**config.mk**
```make
export PLATFORM = sky130hd
export DESIGN_NAME = dtree_feature_loader
export DESIGN_NICKNAME = d
export VERILOG_FILES = /design/src/rtl/dtree_feature_loader.sv
export SDC_FILE = /design/constraint.sdc
export NUM_CORES = 1
export LEC_CHECK = 0
export BUFFER_PORTS_ARGS = -buffer_cell sky130_fd_sc_hd__buf_2
export CORE_UTILIZATION = 52
export DETAILED_ROUTE_END_ITERATION = 10
export PLACE_DENSITY = 0.85
export SLEW_MARGIN = 20
export SYNTH_ARGS = -nofsm -noshare
export SYNTH_HDL_FRONTEND = slang
export SYNTH_SLANG_ARGS = --single-unit
```
**constraint.sdc**
```tcl
create_clock -name clk -period 3.4 [get_ports clk]
set_clock_uncertainty 0.05 [all_clocks]
set_input_delay 0.68 -clock clk [delete_from_list [all_inputs] [get_ports clk]]
set_output_delay 0.68 -clock clk [all_outputs]
set_load 0.03 [all_outputs]
```
**src/rtl/dtree_feature_loader.sv**
```systemverilog
// Front-end for the combinational decision-tree classifiers: assembles a feature
// vector from a byte stream, lets the tree settle, samples the class and hands it on.
module dtree_feature_loader #(
    parameter int NUM_FEAT = 7,
    parameter int FEAT_W   = 8,
    parameter int CLASS_W  = 5,
    parameter int SETTLE   = 2
) (
    input  logic                       clk,
    input  logic                       rst,
    input  logic                       in_valid,
    output logic                       in_ready,
    input  logic [FEAT_W-1:0]          in_data,
    input  logic                       in_first,
    output logic [NUM_FEAT*FEAT_W-1:0] feat_bus,
    input  logic [CLASS_W-1:0]         class_in,
    output logic                       out_valid,
    input  logic                       out_ready,
    output logic [CLASS_W-1:0]         class_out,
    output logic                       frame_err
);

    localparam int               CNT_W       = (NUM_FEAT > 1) ? $clog2(NUM_FEAT) : 1;
    localparam logic [CNT_W-1:0] LAST_SLOT   = CNT_W'(NUM_FEAT - 1);
    localparam logic [3:0]       SETTLE_INIT = 4'(SETTLE);

    typedef enum logic [1:0] {
        LOAD,
        EVAL,
        HOLD
    } state_t;

    state_t                      r_state;
    logic [CNT_W-1:0]            r_cnt;
    logic [3:0]                  r_settle;
    logic [NUM_FEAT*FEAT_W-1:0]  r_feat;
    logic [CLASS_W-1:0]          r_class;
    logic                        r_out_valid;
    logic                        r_frame_err;

    logic                        w_in_ready;
    logic                        w_accept;
    logic [CNT_W-1:0]            w_wr_slot;
    logic                        w_last;

    assign w_in_ready = (r_state == LOAD) && !rst;
    assign w_accept   = w_in_ready && in_valid;
    // A resync marker always lands in slot 0, even on what would have been the final beat.
    assign w_wr_slot  = in_first ? '0 : r_cnt;
    assign w_last     = (w_wr_slot == LAST_SLOT);

    // NOTE: all state is updated with non-blocking assignments so every register
    // samples the pre-edge values of its neighbours, independent of statement order.
    // NOTE: the feature slots are individual flops, not a RAM, so clearing them on
    // reset is cheap and keeps the tree inputs defined from the first cycle.
    always_ff @(posedge clk or posedge rst) begin
        if (rst) begin
            r_state     <= LOAD;
            r_cnt       <= '0;
            r_settle    <= '0;
            r_feat      <= '0;
            r_class     <= '0;
            r_out_valid <= 1'b0;
            r_frame_err <= 1'b0;
        end else begin
            r_frame_err <= 1'b0;
            case (r_state)
                LOAD: begin
                    if (w_accept) begin
                        for (int i = 0; i < NUM_FEAT; i++) begin
                            if (w_wr_slot == CNT_W'(i)) begin
                                r_feat[i*FEAT_W +: FEAT_W] <= in_data;
                            end
                        end
                        r_frame_err <= in_first && (r_cnt != '0);
                        if (w_last) begin
                            r_cnt    <= '0;
                            r_settle <= SETTLE_INIT;
                            r_state  <= EVAL;
                        end else begin
                            r_cnt <= w_wr_slot + CNT_W'(1);
                        end
                    end
                end
                EVAL: begin
                    // Sampling on the edge after the counter hits zero gives SETTLE+1 edges of settle.
                    if (r_settle == '0) begin
                        r_class     <= class_in;
                        r_out_valid <= 1'b1;
                        r_state     <= HOLD;
                    end else begin
                        r_settle <= r_settle - 4'd1;
                    end
                end
                HOLD: begin
                    if (out_ready) begin
                        r_out_valid <= 1'b0;
                        r_state     <= LOAD;
                    end
                end
                default: r_state <= LOAD;
            endcase
        end
    end

    assign in_ready  = w_in_ready;
    assign feat_bus  = r_feat;
    assign out_valid = r_out_valid;
    assign class_out = r_class;
    assign frame_err = r_frame_err;

endmodule
```
==> results of run 1 <==
layout make-up:
cell class,instances,area [sq um]
clock buffer,10,138
clock inverter,6,82.6
fill,396,1830
inverter,4,15.0
multi-input combinational,111,1110
sequential,72,1800
tap,72,90.1
timing repair buffer,83,433
cell families after synthesis:
| family | after synthesis |
|---|---|
| AO/OA/AOI/OAI | 14 |
| buffers and inverters | 10 |
| adder cells (fa/ha/maj) | 3 |
| AND/OR/NAND/NOR | 32 |
| multiplexers | 62 |
| flip-flops | 72 |
routing by layer:
metal  global-route usage [%]  part of all wire (%)  vias up
met3                     6.71                   7.0        9
met1                     25.5                    44      959
met4                     10.8                   1.6        0
met2                     34.3                    48       69
li1                         -                     -      877
met5                        0                     0        -
sequential cells by signal, summed over array words and instances, names as in the netlist:
| name | count |
|---|---|
| feat_bus | 56 |
| class_out | 5 |
| r_settle | 4 |
| r_cnt | 3 |
| r_state | 2 |
| frame_err | 1 |
| out_valid | 1 |
through the flow:
| step | total power [uW] | cells | setup slack (ns) | util (%) | cell area, sq um |
|---|---|---|---|---|---|
| finish | 3600 | 358 | 1.43 | 66.7 | 3670 |
| global route | 3780 | 358 | 1.33 | 66.7 | 3670 |
| CTS | 3630 | 358 | 1.40 | 66.7 | 3670 |
| detailed placement | 2890 | 342 | 1.28 | 62.7 | 3450 |
| global placement | 2840 | 342 | 1.30 | 62.7 | 3450 |
| floorplan | 2450 | 193 | 0.845 | - | 2960 |
cells in the mapped netlist, types with 2 or more instances:
library cell,count
sky130_fd_sc_hd__a31oi_1,2
sky130_fd_sc_hd__buf_2,2
sky130_fd_sc_hd__clkbuf_1,2
sky130_fd_sc_hd__dfrtp_1,72
sky130_fd_sc_hd__ha_1,3
sky130_fd_sc_hd__inv_1,4
sky130_fd_sc_hd__mux2_2,59
sky130_fd_sc_hd__mux2_4,3
sky130_fd_sc_hd__nand2_1,5
sky130_fd_sc_hd__nand2_2,2
sky130_fd_sc_hd__nand2b_1,3
sky130_fd_sc_hd__nand4b_4,3
sky130_fd_sc_hd__nor2b_1,3
sky130_fd_sc_hd__nor3_1,4
sky130_fd_sc_hd__nor3b_1,2
sky130_fd_sc_hd__o21ai_0,5
sky130_fd_sc_hd__o31ai_1,2
power groups by stage:
| stage | registers, uW | clock network (uW) | logic [uW] |
|---|---|---|---|
| 2_1_floorplan | 1950 | 0 | 505 |
| 3_3_place_gp | 1410 | 0 | 1440 |
| 3_5_place_dp | 1420 | 0 | 1470 |
| 4_1_cts | 1410 | 753 | 1480 |
| 5_1_grt | 1450 | 786 | 1540 |
| 6_report | 1410 | 736 | 1460 |
worst paths after layout:
| kind | start | to | slack (ns) |
|---|---|---|---|
| worst max-delay path | r_state[1] | in_ready | 1.43 |
| worst min-delay path | class_out[1] | class_out[1] | 0.45 |
| worst max register to register | r_settle[0] | r_settle[1] | 1.50 |
| worst min register to register | class_out[1] | class_out[1] | 0.45 |
| max in group asynchronous | rst | feat_bus[34] | 2.18 |
| min in group asynchronous | rst | r_state[1] | 0.46 |
==> flow_summary.html, run 1 <==
<table>
<tr><th>Metric</th><th>Value</th></tr>
<tr><th colspan="2">Clock tree</th></tr>
<tr><td>Root cell of the clock tree</td><td>sky130_fd_sc_hd__clkbuf_8</td></tr>
<tr><td>Insertion delay to the later sink of the worst-skew pair</td><td>0.34 ns</td></tr>
<tr><td>Clock transition at path regs</td><td>0.07 ns</td></tr>
<tr><td>Number of CTS-inserted buffers</td><td>9</td></tr>
<tr><td>Clock tree from TritonCTS</td><td>built</td></tr>
<tr><td>Number of H-tree branching levels</td><td>3</td></tr>
<tr><td>Quantity of hold-fixing buffers added after cts</td><td>0</td></tr>
<tr><td>Number of clock sinks seen by CTS</td><td>72</td></tr>
<tr><td>Post-cts resize count</td><td>0</td></tr>
<tr><td>Longest Clk Path Bufs</td><td>2</td></tr>
<tr><td># Post-CTS Setup Buffers</td><td>0</td></tr>
<tr><th colspan="2">Synth</th></tr>
<tr><td>Total nets after synthesis</td><td>214</td></tr>
<tr><td>Ys flop type</td><td>sky130_fd_sc_hd__dfrtp_1</td></tr>
<tr><td>Sequential element share of the synthesized area</td><td>60.8%</td></tr>
<tr><td>Asr flop ratio synth</td><td>100%</td></tr>
<tr><td>Synthesized instance count</td><td>193</td></tr>
<tr><td>Basic-gate share of the synthesized area counting and, or, nand and nor cells</td><td>9.25%</td></tr>
<tr><td>Library cells used by synthesis</td><td>34</td></tr>
<tr><td>Share of Yosys cell area claimed by the top area cell type</td><td>60.8%</td></tr>
<tr><td>Avg Inst Size Synth</td><td>15.4 sq um</td></tr>
<tr><td>Main combinational cell family by area after synthesis</td><td>multiplexers</td></tr>
<tr><td>Cell area after synthesis</td><td>0.00296 sq mm</td></tr>
<tr><td>Dominant cell type by area after synthesis</td><td>sky130_fd_sc_hd__dfrtp_1</td></tr>
<tr><td>Post-synthesis register bit count</td><td>72</td></tr>
<tr><td>Number of enable flip-flop cells after synthesis</td><td>0</td></tr>
<tr><td>Post-Synth XOR/XNOR Area</td><td>0%</td></tr>
<tr><td>Warning count from the yosys run</td><td>0</td></tr>
<tr><td>Adder and majority gate portion of the synthesized area</td><td>between 1 and 1.5%</td></tr>
<tr><td>Dominant cells by area after synthesis</td><td>sky130_fd_sc_hd__dfrtp_1 (61%), sky130_fd_sc_hd__mux2_2 (22%), sky130_fd_sc_hd__nand4b_4 (2.4%)</td></tr>
<tr><td>Compound-Gate Fraction of Synth Area</td><td>3.08%</td></tr>
<tr><td>Post-synthesis mux area share</td><td>a little under a quarter</td></tr>
<tr><th colspan="2">Power</th></tr>
<tr><td>Part of the power in registers</td><td>39.1%</td></tr>
<tr><td>Switching power total</td><td>between 1000 and 1500 uW</td></tr>
<tr><td>Combinational Power Share</td><td>between 40 and 50%</td></tr>
<tr><td>Internal portion of total power</td><td>about 2100 uW</td></tr>
<tr><td>Leakage dissipation</td><td>approximately 0.002 uW</td></tr>
<tr><td>Clock Power Share</td><td>20.4%</td></tr>
<tr><td>Fraction of power spent switching nets</td><td>between 40% and 50%</td></tr>
<tr><td>Power per cell area</td><td>981 mW/mm^2</td></tr>
<tr><td>Highest ir drop seen on vdd</td><td>584 uV</td></tr>
<tr><th colspan="2">Worst setup path</th></tr>
<tr><td>Logic depth of the worst path, buffers included</td><td>2</td></tr>
<tr><td>WP buf/inv</td><td>1</td></tr>
<tr><td>Slowest cell on the critical path</td><td>sky130_fd_sc_hd__dfrtp_1</td></tr>
<tr><td>Top Family by Delay on Critical Path</td><td>flip-flops</td></tr>
<tr><td>Category of the worst setup path launch point</td><td>register</td></tr>
<tr><td>Crit path required time</td><td>2.67 ns</td></tr>
<tr><td>Highest cell delay on the worst timing path</td><td>around 0.45 ns</td></tr>
<tr><td>Cell-by-cell trace of the critical path</td><td>nor3_1 &gt; buf_2</td></tr>
<tr><td>Critical Path Sink Type</td><td>output pin</td></tr>
<tr><td>Category of the most critical setup path</td><td>register to output pin</td></tr>
<tr><td>Data arrival time of the critical path</td><td>1.24 ns</td></tr>
<tr><td>Worst r2r path cells</td><td>5</td></tr>
<tr><td>Maximum fanout count along the critical path</td><td>7</td></tr>
<tr><th colspan="2">Die</th></tr>
<tr><td>Die W</td><td>roughly 77 um</td></tr>
<tr><td>Die area</td><td>approximately 0.006 sq mm</td></tr>
<tr><td>Core Footprint</td><td>0.00551 sq mm</td></tr>
<tr><td>Std-Cell Rows</td><td>27</td></tr>
<tr><td>Effective utilization at floorplan</td><td>53.8%</td></tr>
<tr><td>Chip Height</td><td>77.5 um</td></tr>
<tr><td>Num ports</td><td>82</td></tr>
<tr><th colspan="2">Cells and area</th></tr>
<tr><td>Share of final-layout standard cells stronger than drive strength 1</td><td>60.5%</td></tr>
<tr><td>Synth-to-Final Area Change</td><td>23.9%</td></tr>
<tr><td>Commonest non-fill, non-tap cell in the layout</td><td>sky130_fd_sc_hd__buf_2</td></tr>
<tr><td>Antenna Diode Count</td><td>0</td></tr>
<tr><td>Net count of the finished layout</td><td>302</td></tr>
<tr><td>Most frequent cells in the layout</td><td>sky130_fd_sc_hd__buf_2 (81), sky130_fd_sc_hd__dfrtp_1 (72), sky130_fd_sc_hd__mux2_2 (59), sky130_fd_sc_hd__clkbuf_8 (10)</td></tr>
<tr><th colspan="2">Global routing</th></tr>
<tr><td>Via count of the first global-routing pass</td><td>1929</td></tr>
<tr><td>Global-route usage over all layers</td><td>approximately a fifth</td></tr>
<tr><td>Wire length of the first global-routing pass</td><td>approximately 9500 um</td></tr>
<tr><td>Number of antenna violations at the first check in global routing</td><td>0</td></tr>
<tr><td>Grt total ovfl</td><td>0</td></tr>
<tr><td>Largest net degree at the start of global routing</td><td>38</td></tr>
<tr><th colspan="2">Run status</th></tr>
<tr><td>Result of the run</td><td>finished, final reports clean</td></tr>
<tr><th colspan="2">Timing</th></tr>
<tr><td>Accumulated negative setup slack</td><td>0 ns</td></tr>
<tr><td>Share of the clock period used by the worst path</td><td>between 50% and 60%</td></tr>
<tr><td>Final-report hold violation count</td><td>0</td></tr>
<tr><td>Number of endpoints failing setup at the final stage</td><td>0</td></tr>
<tr><td>Hold Worst Slack</td><td>between 0.4 and 0.5 ns</td></tr>
<tr><td>Max Fclk</td><td>0.507 GHz</td></tr>
<tr><td>Fin crit period</td><td>1.97 ns</td></tr>
<tr><td>Actual transition at the worst max-transition pin</td><td>0.777 ns</td></tr>
<tr><td>Unrepaired setup endpoints after global routing</td><td>no</td></tr>
<tr><td>Relative slew slack</td><td>48.1%</td></tr>
<tr><td>Count of pins over their slew limit</td><td>0</td></tr>
<tr><th colspan="2">Place</th></tr>
<tr><td>Routability congestion estimate from global placement</td><td>0.780</td></tr>
<tr><td>IO Port Bufs</td><td>81</td></tr>
<tr><td>Post-DP HPWL</td><td>slightly above 4000 um</td></tr>
<tr><th colspan="2">Detailed routing</th></tr>
<tr><td>Antenna Violating Nets Remaining</td><td>0</td></tr>
<tr><td>Total DRC errors in the routed layout</td><td>0</td></tr>
<tr><td>Number of iterations in the first detailed-routing pass</td><td>6</td></tr>
<tr><td>Vias after detailed routing</td><td>1914</td></tr>
<tr><td>DRC marker count from the first detailed-route iteration</td><td>61</td></tr>
<tr><td>Routed wire per std cell</td><td>~17 um</td></tr>
<tr><td>Total wire length after detailed routing</td><td>around 5900 um</td></tr>
<tr><td>Post-detailed-route via-to-cell ratio</td><td>roughly 5.3</td></tr>
<tr><th colspan="2">Hold path</th></tr>
<tr><td>Path class of the lowest-slack min-delay path</td><td>register to register</td></tr>
<tr><td>Worst Hold Path Cells</td><td>1</td></tr>
<tr><th colspan="2">Job</th></tr>
<tr><td>Total of max-cap violations</td><td>0</td></tr>
</table>
(Power assumes the default switching activity.)
==> run 2, diff against run 1 <==
==> constraint.sdc (replaced) <==
create_clock -name clk -period 1.9 [get_ports clk]
set_clock_uncertainty 0.05 [all_clocks]
set_input_delay 0.38 -clock clk [delete_from_list [all_inputs] [get_ports clk]]
set_output_delay 0.38 -clock clk [all_outputs]
set_load 0.03 [all_outputs]
==> flow_summary.html, run 2 (synthesis results as in run 1) <==
<table>
<tr><th>Metric</th><th>Value</th></tr>
<tr><th colspan="2">Worst setup path</th></tr>
<tr><td>Category of the worst setup path launch point</td><td>register</td></tr>
<tr><td>Category of the most critical setup path</td><td>register to register</td></tr>
<tr><td>Critical Path Sink Type</td><td>register</td></tr>
<tr><td>Maximum fanout count along the critical path</td><td>9</td></tr>
<tr><td>Data arrival time of the critical path</td><td>1.98 ns</td></tr>
<tr><td>Crit path required time</td><td>~2.1 ns</td></tr>
<tr><th colspan="2">Timing</th></tr>
<tr><td>Relative slew slack</td><td>60.0%</td></tr>
<tr><td>Unrepaired setup endpoints after global routing</td><td>no</td></tr>
<tr><td>Final-report hold violation count</td><td>0</td></tr>
<tr><td>Actual transition at the worst max-transition pin</td><td>0.600 ns</td></tr>
<tr><td>Number of endpoints failing setup at the final stage</td><td>0</td></tr>
<tr><td>Accumulated negative setup slack</td><td>0 ns</td></tr>
<tr><td>Max Fclk</td><td>0.554 GHz</td></tr>
<tr><td>Share of the clock period used by the worst path</td><td>95.0%</td></tr>
<tr><td>Count of pins over their slew limit</td><td>0</td></tr>
<tr><td>Fin crit period</td><td>between 1.5 and 2 ns</td></tr>
<tr><th colspan="2">Detailed routing</th></tr>
<tr><td>Total wire length after detailed routing</td><td>6200 um</td></tr>
<tr><td>Vias after detailed routing</td><td>1930</td></tr>
<tr><td>Number of iterations in the first detailed-routing pass</td><td>6</td></tr>
<tr><td>Routed wire per std cell</td><td>~17 um</td></tr>
<tr><td>Post-detailed-route via-to-cell ratio</td><td>roughly 5.3</td></tr>
<tr><td>DRC marker count from the first detailed-route iteration</td><td>68</td></tr>
<tr><td>Total DRC errors in the routed layout</td><td>0</td></tr>
<tr><td>Antenna Violating Nets Remaining</td><td>0</td></tr>
<tr><th colspan="2">Global routing</th></tr>
<tr><td>Grt total ovfl</td><td>0</td></tr>
<tr><td>Wire length of the first global-routing pass</td><td>9760 um</td></tr>
<tr><td>Busiest layer in global routing</td><td>met2</td></tr>
<tr><td>Global-route usage over all layers</td><td>22.2%</td></tr>
<tr><td>Met1 global-route usage</td><td>between 20% and 30%</td></tr>
<tr><td>Number of antenna violations at the first check in global routing</td><td>0</td></tr>
<tr><td>Largest net degree at the start of global routing</td><td>between 70 and 80</td></tr>
<tr><td>Via count of the first global-routing pass</td><td>between 1500 and 2000</td></tr>
<tr><td>GRT met3 Usage</td><td>6.59%</td></tr>
<tr><td>Met2 track utilization from global routing</td><td>35.8%</td></tr>
<tr><th colspan="2">Die</th></tr>
<tr><td>Die W</td><td>77.5 um</td></tr>
<tr><td>Std-Cell Rows</td><td>27</td></tr>
<tr><td>Chip Height</td><td>roughly 77 um</td></tr>
<tr><td>Effective utilization at floorplan</td><td>53.8%</td></tr>
<tr><td>Num ports</td><td>82</td></tr>
<tr><td>Die area</td><td>roughly 0.0060 sq mm</td></tr>
<tr><td>Core Footprint</td><td>roughly 0.0055 sq mm</td></tr>
<tr><th colspan="2">Place</th></tr>
<tr><td>Routability congestion estimate from global placement</td><td>between 0.7 and 0.8</td></tr>
<tr><td>Post-DP HPWL</td><td>4210 um</td></tr>
<tr><td>IO Port Bufs</td><td>81</td></tr>
<tr><th colspan="2">Clock tree</th></tr>
<tr><td>Longest Clk Path Bufs</td><td>2</td></tr>
<tr><td>Root cell of the clock tree</td><td>sky130_fd_sc_hd__clkbuf_8</td></tr>
<tr><td>Clock transition at path regs</td><td>~0.070 ns</td></tr>
<tr><td>Number of H-tree branching levels</td><td>3</td></tr>
<tr><td>Number of clock sinks seen by CTS</td><td>72</td></tr>
<tr><td>Quantity of hold-fixing buffers added after cts</td><td>0</td></tr>
<tr><td>Clock tree from TritonCTS</td><td>built</td></tr>
<tr><td>Insertion delay to the later sink of the worst-skew pair</td><td>0.34 ns</td></tr>
<tr><td>Number of CTS-inserted buffers</td><td>9</td></tr>
<tr><th colspan="2">Power</th></tr>
<tr><td>Highest ir drop seen on vdd</td><td>1100 uV</td></tr>
<tr><td>Leakage dissipation</td><td>0.00196 uW</td></tr>
<tr><td>Power per cell area</td><td>about 1700 mW/mm^2</td></tr>
<tr><th colspan="2">Cells and area</th></tr>
<tr><td>Seq. cell area</td><td>0.00180 sq mm</td></tr>
<tr><td>Share of final-layout standard cells stronger than drive strength 1</td><td>about three fifths</td></tr>
<tr><td>Net count of the finished layout</td><td>306</td></tr>
<tr><td>Commonest non-fill, non-tap cell in the layout</td><td>sky130_fd_sc_hd__buf_2</td></tr>
<tr><td>Synth-to-Final Area Change</td><td>24.7%</td></tr>
<tr><td>Combined area of the multi-input logic cells</td><td>between 0.001 and 0.0015 sq mm</td></tr>
<tr><td>Utilization of the core after routing</td><td>67.1%</td></tr>
<tr><td>Most frequent cells in the layout</td><td>sky130_fd_sc_hd__buf_2 (81), sky130_fd_sc_hd__dfrtp_1 (72), sky130_fd_sc_hd__mux2_2 (59), sky130_fd_sc_hd__clkbuf_8 (10)</td></tr>
<tr><td>Antenna Diode Count</td><td>0</td></tr>
<tr><td>Flip-flop count of the largest register after layout</td><td>56</td></tr>
<tr><td>Number of fill cells</td><td>405</td></tr>
<tr><th colspan="2">Job</th></tr>
<tr><td>Total of max-cap violations</td><td>0</td></tr>
<tr><th colspan="2">Run status</th></tr>
<tr><td>Result of the run</td><td>finished, final reports clean</td></tr>
<tr><th colspan="2">Hold path</th></tr>
<tr><td>Path class of the lowest-slack min-delay path</td><td>primary input to async pin</td></tr>
</table>
run 2: cell type report:
type,instances,share of cell area [%]
Clock buffer,11,3.83
Clock inverter,5,1.52
Inverter,4,0.508
Multi-Input combinational cell,111,30.4
Sequential cell,72,48.8
Tap cell,72,2.44
Timing Repair Buffer,87,12.5
run 2: what timing repair did:
action	4_1_cts	5_1_grt
endpoints found under the setup margin	0	1
buffers inserted	0	0
resized for setup	0	2
hold endpoints to repair	0	0
run 2: power breakdown:
part	switching, uW	internal, uW
sequential	341	2130
clock	558	640
combinational	1740	991
total	2640	3760
run 2: stage by stage:
stage / total power (uW) / cell area, sq um / instances / hold WS [ns] / setup WS (ns)
floorplan: 4390 / 2970 / 193 / 0.415 / 0.118
global placement: 5120 / 3490 / 346 / 0.432 / 0.0955
detailed placement: 5220 / 3490 / 346 / 0.438 / 0.0303
CTS: 6430 / 3680 / 362 / 0.130 / 0.0173
global route: 6710 / 3690 / 362 / 0.152 / 0.0342
finish: 6400 / 3690 / 362 / 0.110 / 0.0947
run 2: layer usage:
metal,wire (um),vias up
met5,0,-
met1,2690,961
met2,3000,71
li1,-,887
met4,110,0
met3,395,11
run 2: path summary, 6_finish.rpt:
check                           depth (start not counted)           end         start  slack, ns
worst max-delay path                                    4  feat_bus[40]    r_state[1]       0.09
worst min-delay path                                    3    r_state[0]           rst       0.11
worst max register to register                          4  feat_bus[40]    r_state[1]       0.09
worst min register to register                          1  feat_bus[55]  feat_bus[55]       0.45
max in group asynchronous                               3  feat_bus[19]           rst       1.38
min in group clk                                        2    r_state[1]     out_ready       0.22
run 2: worst max-delay path, cell delays in order, from the launching register on:
cell and delay (ns):
sky130_fd_sc_hd__dfrtp_1 0.46, sky130_fd_sc_hd__nor4b_2 0.30, sky130_fd_sc_hd__buf_4 0.27, sky130_fd_sc_hd__nand4_4 0.26, sky130_fd_sc_hd__mux2_2 0.35
